==> config.mk <==
export PLATFORM = sky130hd
export DESIGN_NAME = reorder_buffer
export DESIGN_NICKNAME = d
export VERILOG_FILES = /design/src/rtl/reorder_buffer.sv
export SDC_FILE = /design/constraint.sdc
export NUM_CORES = 2
export LEC_CHECK = 0
export BUFFER_PORTS_ARGS = -buffer_cell sky130_fd_sc_hd__buf_2
export CAP_MARGIN = 20
export CELL_PAD_IN_SITES_DETAIL_PLACEMENT = 1
export CELL_PAD_IN_SITES_GLOBAL_PLACEMENT = 1
export CORE_UTILIZATION = 51
export DETAILED_ROUTE_END_ITERATION = 7
export PLACE_DENSITY_LB_ADDON = 0.1
export SYNTH_ARGS = -nofsm -noshare
export SYNTH_HDL_FRONTEND = slang
export SYNTH_SLANG_ARGS = --single-unit
==> constraint.sdc <==
create_clock -name clk_in -period 35.9 [get_ports clk_in]
set_input_delay 0 -clock clk_in [delete_from_list [all_inputs] [get_ports clk_in]]
set_output_delay 0 -clock clk_in [all_outputs]
set_load 0.02 [all_outputs]
==> src/rtl/reorder_buffer.sv <==
// Circular in-order reorder buffer: allocates one entry per issued instruction, captures CDB
// results, retires in program order and flushes the machine on a head branch mispredict.
module reorder_buffer #(
  parameter int unsigned ROB_SIZE_BIT = 3
) (
  input  logic                    clk_in,
  input  logic                    rst_in,
  input  logic                    rdy_in,

  input  logic                    issue_valid,
  input  logic [1:0]              issue_type,
  input  logic [4:0]              issue_rd,
  input  logic                    issue_ready,
  input  logic [31:0]             issue_val,
  input  logic                    issue_pred_taken,
  output logic [ROB_SIZE_BIT-1:0] issue_tag,
  output logic                    rob_full,

  input  logic                    wb_valid,
  input  logic [ROB_SIZE_BIT-1:0] wb_tag,
  input  logic [31:0]             wb_val,
  input  logic                    wb_taken,
  input  logic [31:0]             wb_target,

  input  logic [ROB_SIZE_BIT-1:0] qry1_tag,
  input  logic [ROB_SIZE_BIT-1:0] qry2_tag,
  output logic                    qry1_ready,
  output logic                    qry2_ready,
  output logic [31:0]             qry1_val,
  output logic [31:0]             qry2_val,

  output logic                    is_update_dep,
  output logic [4:0]              update_dep_id,
  output logic [ROB_SIZE_BIT-1:0] update_dep,

  output logic                    is_update_val,
  output logic [4:0]              update_val_id,
  output logic [ROB_SIZE_BIT-1:0] update_val_dep,
  output logic [31:0]             update_val,

  output logic                    commit_store,
  output logic                    rob_clear,
  output logic [31:0]             clear_pc
);

  localparam int unsigned ROB_SIZE = 1 << ROB_SIZE_BIT;
  localparam logic [ROB_SIZE_BIT:0] FullCount = (ROB_SIZE_BIT + 1)'(ROB_SIZE);

  localparam logic [1:0] TypeReg    = 2'd0;
  localparam logic [1:0] TypeBranch = 2'd1;
  localparam logic [1:0] TypeStore  = 2'd2;

  typedef logic [ROB_SIZE_BIT-1:0] tag_t;

  logic        busy_q   [ROB_SIZE];
  logic        ready_q  [ROB_SIZE];
  logic [1:0]  type_q   [ROB_SIZE];
  logic [4:0]  rd_q     [ROB_SIZE];
  logic [31:0] val_q    [ROB_SIZE];
  logic        pred_q   [ROB_SIZE];
  logic        taken_q  [ROB_SIZE];
  logic [31:0] target_q [ROB_SIZE];

  tag_t                  head_q, tail_q;
  logic [ROB_SIZE_BIT:0] count_q;

  logic head_fire, mispredict, accept;
  logic qry1_hit, qry2_hit;

  always_comb begin
    head_fire  = rdy_in && busy_q[head_q] && ready_q[head_q];
    mispredict = head_fire && (type_q[head_q] == TypeBranch) &&
                 (taken_q[head_q] != pred_q[head_q]);
    // Fullness uses registered count only; a same-cycle commit never frees a slot for issue.
    rob_full   = (count_q == FullCount);
    accept     = rdy_in && issue_valid && !rob_full && !mispredict;
    issue_tag  = tail_q;

    is_update_dep = accept && (issue_type == TypeReg) && (issue_rd != 5'd0);
    update_dep_id = is_update_dep ? issue_rd : 5'd0;
    update_dep    = is_update_dep ? tail_q : '0;

    is_update_val  = head_fire && (type_q[head_q] == TypeReg) && (rd_q[head_q] != 5'd0);
    update_val_id  = is_update_val ? rd_q[head_q] : 5'd0;
    update_val_dep = is_update_val ? head_q : '0;
    update_val     = is_update_val ? val_q[head_q] : 32'd0;

    commit_store = head_fire && (type_q[head_q] == TypeStore);
    rob_clear    = mispredict;
    clear_pc     = mispredict ? target_q[head_q] : 32'd0;
  end

  // Operand lookup forwards a same-cycle CDB broadcast ahead of stored values.
  always_comb begin
    qry1_hit   = wb_valid && (wb_tag == qry1_tag);
    qry2_hit   = wb_valid && (wb_tag == qry2_tag);
    qry1_ready = (busy_q[qry1_tag] && ready_q[qry1_tag]) || qry1_hit;
    qry2_ready = (busy_q[qry2_tag] && ready_q[qry2_tag]) || qry2_hit;
    qry1_val   = qry1_hit ? wb_val : (qry1_ready ? val_q[qry1_tag] : 32'd0);
    qry2_val   = qry2_hit ? wb_val : (qry2_ready ? val_q[qry2_tag] : 32'd0);
  end

  always_ff @(posedge clk_in or posedge rst_in) begin
    if (rst_in) begin
      for (int i = 0; i < ROB_SIZE; i++) begin
        busy_q[i]   <= 1'b0;
        ready_q[i]  <= 1'b0;
        type_q[i]   <= 2'd0;
        rd_q[i]     <= 5'd0;
        val_q[i]    <= 32'd0;
        pred_q[i]   <= 1'b0;
        taken_q[i]  <= 1'b0;
        target_q[i] <= 32'd0;
      end
      head_q  <= '0;
      tail_q  <= '0;
      count_q <= '0;
    end else if (rdy_in) begin
      if (mispredict) begin
        for (int i = 0; i < ROB_SIZE; i++) begin
          busy_q[i] <= 1'b0;
        end
        head_q  <= '0;
        tail_q  <= '0;
        count_q <= '0;
      end else begin
        if (wb_valid && busy_q[wb_tag]) begin
          ready_q[wb_tag]  <= 1'b1;
          val_q[wb_tag]    <= wb_val;
          taken_q[wb_tag]  <= wb_taken;
          target_q[wb_tag] <= wb_target;
        end
        if (head_fire) begin
          busy_q[head_q] <= 1'b0;
          head_q         <= head_q + tag_t'(1);
        end
        // Tail is never busy when accepting, so this cannot collide with the writeback above.
        if (accept) begin
          busy_q[tail_q]  <= 1'b1;
          ready_q[tail_q] <= issue_ready;
          type_q[tail_q]  <= issue_type;
          rd_q[tail_q]    <= issue_rd;
          val_q[tail_q]   <= issue_val;
          pred_q[tail_q]  <= issue_pred_taken;
          taken_q[tail_q] <= issue_pred_taken;
          tail_q          <= tail_q + tag_t'(1);
        end
        unique case ({accept, head_fire})
          2'b10:   count_q <= count_q + 1'b1;
          2'b01:   count_q <= count_q - 1'b1;
          default: count_q <= count_q;
        endcase
      end
    end
  end

endmodule

; ---- Yosys cells after proc, flatten, opt, wreduce, memory -nomap -nowiden
; Cells that the tools add are included.
[op_classes]
n_addsub = 4
n_lt_le_gt_ge = 8
eq_ne = 8
n_mux = 101
n_bitwise = 10
n_reduce_logical = 37
[op_table]
columns = cell, n
row1 = 2-to-1 mux 256 bit, 4
row2 = bitwise mux 256 bit, 3
row3 = 2-to-1 mux 32 bit, 16
row4 = binary-select mux 32 bit (select 3 bit), 4
row5 = demux 32 bit (select 3 bit), 2
row6 = 2-to-1 mux 8 bit, 13
row7 = bitwise mux 40 bit, 1
row8 = bitwise mux 8 bit, 4
row9 = binary-select mux 1 bit (select 3 bit), 9
row10 = 2-to-1 mux 5 bit, 5
row11 = 2-to-1 mux 1 bit, 21
row12 = "greater-or-equal comparator 4 bit, second input constant", 5
row13 = logical AND 1 bit, 20
row14 = NOT 3 -> 4 bit, 5
row15 = 2-to-1 mux 3 bit, 6
row16 = bitwise mux 16 bit, 1
row17 = OR 8 bit, 2
row18 = binary-select mux 5 bit (select 3 bit), 1
row19 = demux 5 bit (select 3 bit), 1
row20 = "less-than comparator 4 x 1 -> 1 bit, second input constant", 3
row21 = nonzero test 5 bit, 2
row22 = demux 1 bit (select 3 bit), 3
row23 = AND 8 bit, 1
row24 = NOT 8 bit, 1
row25 = other kinds (21), 35
[word_totals]
register_bits = 610
in_bits = 120
wordCells = 235

; ---- Longest topological paths before layout
[logic_depth]
word_depth = 13
ltp_mapped = 14

; ---- Worst setup path before layout
; OpenSTA, ideal clock, no wires.
[synth_path]
path_type = reg-to-reg
startpoint = reg head_q[2]
endpoint = reg count_q[3]
arrival_time_ns = 3.031
path_slack_ns = 32.722
path_stages_with_launch = 14
period_less_slack_ns = 3.178
path_cell_list = dfrtp_1 > buf_2 > inv_2 > mux4_2 > mux2i_1 > nand2_1 > a21oi_1 > ha_1 > and3_1 > o21ai_0 > nor2_1 > a32o_1 > a22oi_1 > o311ai_0
[synth_between]
elab_chain_len = 13
word_cells_on_any_way = 30
classes_between = eq/ne: 4 / mux: 17 / bitwise: 1 / reduce/logical: 8
[synth_lines]
columns = element, line_no
row1 = "start, declared", 64  ; tag_t head_q, tail_q;
row2 = "start signal, assigned", 135  ; head_q <= head_q + tag_t'(1);
row3 = NOT 3 -> 4 bit (not written as such) (*), "71, 72, 73"
row4 = binary-select mux 1 bit (select 3 bit), 71  ; head_fire = rdy_in && busy_q[head_q] && ready_q[head_q];
row5 = 2-to-1 mux 1 bit (not written as such) (2 in a row), 71
row6 = logical AND 1 bit (2 in a row), 71
row7 = logical AND 1 bit (2 in a row), 72  ; mispredict = head_fire && (type_q[head_q] == TypeBranch) &&
row8 = zero test 1 bit, 76  ; accept = rdy_in && issue_valid && !rob_full && !mispredict;
row9 = logical AND 1 bit, 76
row10 = == test 2 x 1 -> 1 bit or == test 2 bit (tied branches), 148  ; unique case ({accept, head_fire})
row11 = case mux 4 bit (2 select lines) or nonzero test 3 bit (tied branches), --
row12 = 2-to-1 mux 4 bit or AND reduction 2 bit (tied branches), --
row13 = "end signal, assigned", 149  ; 2'b10: count_q <= count_q + 1'b1;
row14 = "end signal, assigned", 150  ; 2'b01: count_q <= count_q - 1'b1;
row15 = "end signal, assigned", 151  ; default: count_q <= count_q;
row16 = "end, declared", 65  ; logic [ROB_SIZE_BIT:0] count_q;
; Every way passes the cells marked *; elsewhere a longest branch is shown, timed or not. The select of a mux whose other input is x is not followed.
; A chain may end at the register's enable or synchronous reset.

; ---- Final worst setup path
[layout_path]
startpoint = reg head_q[1]
endpoint = reg val_q[15] in the netlist's numbering
[layout_between]
elab_chain_len = 11
word_cells_on_any_way = 27
classes_between = eq/ne: 2 / mux: 16 / bitwise: 2 / reduce/logical: 7
[layout_lines]
columns = element, line_no
row1 = NOT 3 -> 4 bit (not written as such) (*), "71, 72, 73"
row2 = binary-select mux 1 bit (select 3 bit), 71
row3 = 2-to-1 mux 1 bit (not written as such) (2 in a row), 71
row4 = logical AND 1 bit (2 in a row), 71
row5 = logical AND 1 bit, 72
row6 = logical AND 1 bit (*), 72
row7 = zero test 1 bit, 76
row8 = logical AND 1 bit, 76
row9 = 2-to-1 mux 256 bit, 138  ; if (accept) begin
row10 = "end signal, assigned by index", 129  ; val_q[wb_tag] <= wb_val;
row11 = "end signal, assigned by index", 143  ; val_q[tail_q] <= issue_val;
row12 = "end, declared", 59  ; logic [31:0] val_q [ROB_SIZE];
; Marked as above.

==> impl_summary.log <==
[metrics] portion of the clock cycle consumed by the worst path in the final layout: 0.148
[metrics] most common library cell in the layout ignoring fill and taps: sky130_fd_sc_hd__dfrtp_1
[metrics] sum of internal, switching and leakage power: 3.20 mW
[metrics] clock buffers created by TritonCTS: 70
[metrics] number of placed I/O pins: 274
[metrics] synth unique cells: 54
[metrics] area growth from synthesis to layout: 14.1%
[metrics] post-synthesis sequential area ratio: 0.454
[metrics] buffer type at the clock tree root: sky130_fd_sc_hd__clkbuf_16
[metrics] buffers inserted by post-CTS timing repair: 0
[metrics] die span in y: 259 um
[metrics] Reg-to-Reg Start: head_q[1]
[metrics] total number of clock tree sinks: 610
[metrics] Pre-Repair DR Iteration Count: 6
[metrics] worst setup path start: head_q[1]
[metrics] slew at the pin closest to its max-slew limit: 1.20 ns
[metrics] via count: 31300
[metrics] Hold WC Path Type: in2reg
[metrics] number of antenna-violating nets in the routed design: 0
[metrics] Arrival @ worst endpoint: 5.74 ns
[metrics] clock insertion delay at the later pin of the skew report: 0.63 ns
[metrics] post_cts resized: 0
[metrics] Netlist Area Pre-Place: 33600 um2
[metrics] Clock power frac: 0.234
[metrics] layout cell share with drive strength beyond 1: 0.209
[metrics] overflow left after global routing: 0
[metrics] maximum number of pins on one net before global-route repair: 124
[metrics] detailed placer's ending HPWL: 73900 um
[metrics] peak fanout along the critical path: 54
[metrics] initial core utilization: 0.519
[metrics] Slew HR: 0.202
[metrics] critical path endpoint: val_q[15]
[metrics] critical path class: reg2reg
[metrics] warnings from Yosys: 0
[metrics] top_reg_cell synth: sky130_fd_sc_hd__dfrtp_1
[metrics] worst reg2reg path endpoint: val_q[15]
[metrics] maximum single-stage delay on the critical path: 0.93 ns
[metrics] Final nets: 3668
[metrics] Row Count: 93
[metrics] cell taking the most area after synthesis: sky130_fd_sc_hd__dfrtp_1
[metrics] kind of end point of the critical path: flop
[metrics] Port-buffer cells: 273
[metrics] area fraction of the dominant cell type after synthesis: 0.454
[metrics] final WL: 134000 um
[metrics] GRT busiest layer: met2
[metrics] via count of the first global-routing pass: 32800
[metrics] number of max-capacitance violations reported: 0
[metrics] core area: 64800 um2
[metrics] GRT Overall Usage: 0.405
[metrics] slowest stage cell, crit path: sky130_fd_sc_hd__dfrtp_1
[metrics] # DRC: 0
[metrics] worst-case clock skew: 0.0205 ns
[metrics] die outline width: 259 um
[metrics] internal cell power: 1.95 mW
[metrics] worst path required time: 36.34 ns
[metrics] floorplan die area: 66900 um2
[metrics] most frequent cell on the critical path: sky130_fd_sc_hd__buf_4
[metrics] Final Setup Violations: 0
[metrics] CTS Hold Bufs: 76
[metrics] H-tree levels: 3
[metrics] mean cell area of the mapped netlist: 9.76 um2
[metrics] sequential cell fraction of total power: 0.381
[metrics] clock tree from TritonCTS: yes
[metrics] per-cell routed wire length: 30.2 um
[metrics] total count of hold-check failures in the final report: 0
[metrics] register clock-pin slew on the reported worst setup and hold paths: 0.06 ns
[metrics] global routing met3 resource utilization: 0.0873
[metrics] cell-by-cell trace of the critical path: inv_1 -> mux2_2 -> and3_1 -> nand3_4 -> buf_4 -> nand4_4 -> buf_4 -> a22oi_1 -> a21oi_1
[metrics] placer's final routability congestion estimate: 0.864
[metrics] worst setup slack for register-to-register paths: 30.59 ns
[metrics] CP startpoint kind: flop
[metrics] post-synthesis cell count: 3443
[metrics] routed vias/inst: 7.02
[metrics] placed cell area: 35100 um2
[metrics] Fmax: 188 MHz
[metrics] met2 global-route usage: 0.647
[metrics] maximum clock path buffer count: 3
[metrics] leakage dissipation: 17.8 nW
[metrics] Non-Filler Instances: 4455
[metrics] Switching Share: 0.389
[metrics] RSZ-0062 raised after global routing: no
[metrics] utilization of the core after routing: 0.592
[metrics] final worst path period need: 5.31 ns
[metrics] areal power density over the cells: 83.4 nW/um2
[metrics] run status: finished, final reports clean
[metrics] Seq cells post-synth: 610
[metrics] number of cells in the design after placement: 4248
[metrics] initial antenna violation count: 7
[metrics] Max rail drop VDD: 44.8 uV
[metrics] Post-synth EDFFs: 0
[metrics] Non-Filler Cell Area, Final: 38300 um2
[metrics] share of flip-flops with an asynchronous set or reset: 1.00
[metrics] combinational fraction of design power: 0.385
[metrics] reg2reg path depth: 9
[metrics] setup total negative slack: 0 ns
[metrics] leading cell types in the layout, fill and taps excluded: sky130_fd_sc_hd__dfrtp_1, sky130_fd_sc_hd__nand2_1, sky130_fd_sc_hd__nor2_1, sky130_fd_sc_hd__a22oi_1, sky130_fd_sc_hd__a21oi_1
[metrics] count of final max-slew check failures: 0
[metrics] first-iteration detailed-routing DRC count: 3489
[metrics] net count after synthesis: 3567
[metrics] net switching power: 1.24 mW
[metrics] met1 Resource Use GR: 0.525
[metrics] wire length of the first global-routing pass: 205000 um
[metrics] dominant cells by area after synthesis: sky130_fd_sc_hd__dfrtp_1, sky130_fd_sc_hd__mux4_2, sky130_fd_sc_hd__nand2_1
[metrics by stage]
step	hold slack (ns)	setup slack (ns)
2_1_floorplan	0.105	18.82
3_3_place_gp	0.234	30.82
3_5_place_dp	0.254	30.65
4_1_cts	0.0139	30.64
5_1_grt	0.0718	30.29
6_report	0.0384	30.59
[how the worst min path moves through the flow]
stage                 start            end  slack (ns)  depth (start not counted)
2_1_floorplan  wb_target[4]  target_q[100]        0.11                          2
4_1_cts           wb_val[3]     val_q[163]        0.01                          4
3_3_place_gp         rst_in        rd_q[2]        0.23                          2
5_1_grt           wb_val[3]      val_q[35]        0.07                          4
6_report         wb_val[27]     val_q[251]        0.04                          4
3_5_place_dp         rst_in       rd_q[27]        0.25                          2
[area by class of cell]
cell class                      instances  area (um2)
Clock buffer                          100        2050
Inverter                               14        60.1
Sequential cell                       610       15300
Multi-Input combinational cell       2430       16900
Clock inverter                         22         337
Fill cell                            7046       26500
Antenna cell                            6        15.0
Tap cell                              855        1070
Timing Repair Buffer                  418        2690
[registers in the layout, summed over array words and instances (netlist names)]
| name | cells |
|---|---|
| val_q | 256 |
| target_q | 256 |
| busy_q | 8 |
| rd_q | 40 |
| ready_q | 8 |
| count_q | 4 |
| head_q | 3 |
| pred_q | 8 |
| type_q | 16 |
| issue_tag | 3 |
| taken_q | 8 |
[power by group through the flow]
stage          Clock, mW  Sequential, mW  Combinational, mW
4_1_cts            0.754            1.20               1.21
2_1_floorplan          0            1.12              0.873
3_3_place_gp           0            1.18               1.14
3_5_place_dp           0            1.21               1.19
6_report           0.748            1.22               1.23
5_1_grt            0.779            1.25               1.31
[Yosys cell counts (15+ instances only)]
master / number
sky130_fd_sc_hd__or4_1: 50
sky130_fd_sc_hd__mux2_2: 130
sky130_fd_sc_hd__and2_1: 44
sky130_fd_sc_hd__mux4_2: 142
sky130_fd_sc_hd__nor2_1: 334
sky130_fd_sc_hd__a22oi_1: 274
sky130_fd_sc_hd__o22a_1: 16
sky130_fd_sc_hd__buf_1: 77
sky130_fd_sc_hd__and3_1: 15
sky130_fd_sc_hd__a21oi_1: 272
sky130_fd_sc_hd__buf_2: 84
sky130_fd_sc_hd__o221ai_1: 16
sky130_fd_sc_hd__o21ai_0: 33
sky130_fd_sc_hd__clkbuf_1: 219
sky130_fd_sc_hd__o31ai_1: 64
sky130_fd_sc_hd__nor4_1: 18
sky130_fd_sc_hd__nand2_1: 583
sky130_fd_sc_hd__dfrtp_1: 610
sky130_fd_sc_hd__mux2i_1: 71
sky130_fd_sc_hd__mux2_1: 33
sky130_fd_sc_hd__o22ai_1: 226
[critical path, delay by kind of cell, from the launching register on]
| family | cells | cell delay [ns] |
|---|---|---|
| buffers and inverters | 3 | 1.89 |
| and+or+nand+nor | 3 | 1.39 |
| DFF | 1 | 0.93 |
| muxes | 1 | 0.43 |
| AOI/OAI and AO/OA | 2 | 0.41 |
[routing by layer]
layer | share of wire | wire length (um)
met1 | 0.38 | 51200
met2 | 0.47 | 63700
met3 | 0.095 | 12800
met4 | 0.049 | 6650
met5 | 0.00028 | 38
[cells by family (layout without fill, tap and decap cells)]
| family | count (synthesis) | in the layout | share of synthesized area |
|---|---|---|---|
| AND/OR/NAND/NOR | 1108 | 1108 | 0.141 |
| buffers and inverters | 403 | 554 | 0.0499 |
| AO/OA/AOI/OAI | 926 | 926 | 0.178 |
| multiplexers | 376 | 376 | 0.171 |
| XOR/XNOR | 16 | 16 | 0.00417 |
| flip-flops | 610 | 610 | 0.454 |
| adder cells (fa/ha/maj) | 4 | 4 | 0.00149 |
| other | 0 | 6 | 0 |
No activity file was read; power rests on OpenSTA's default activity.
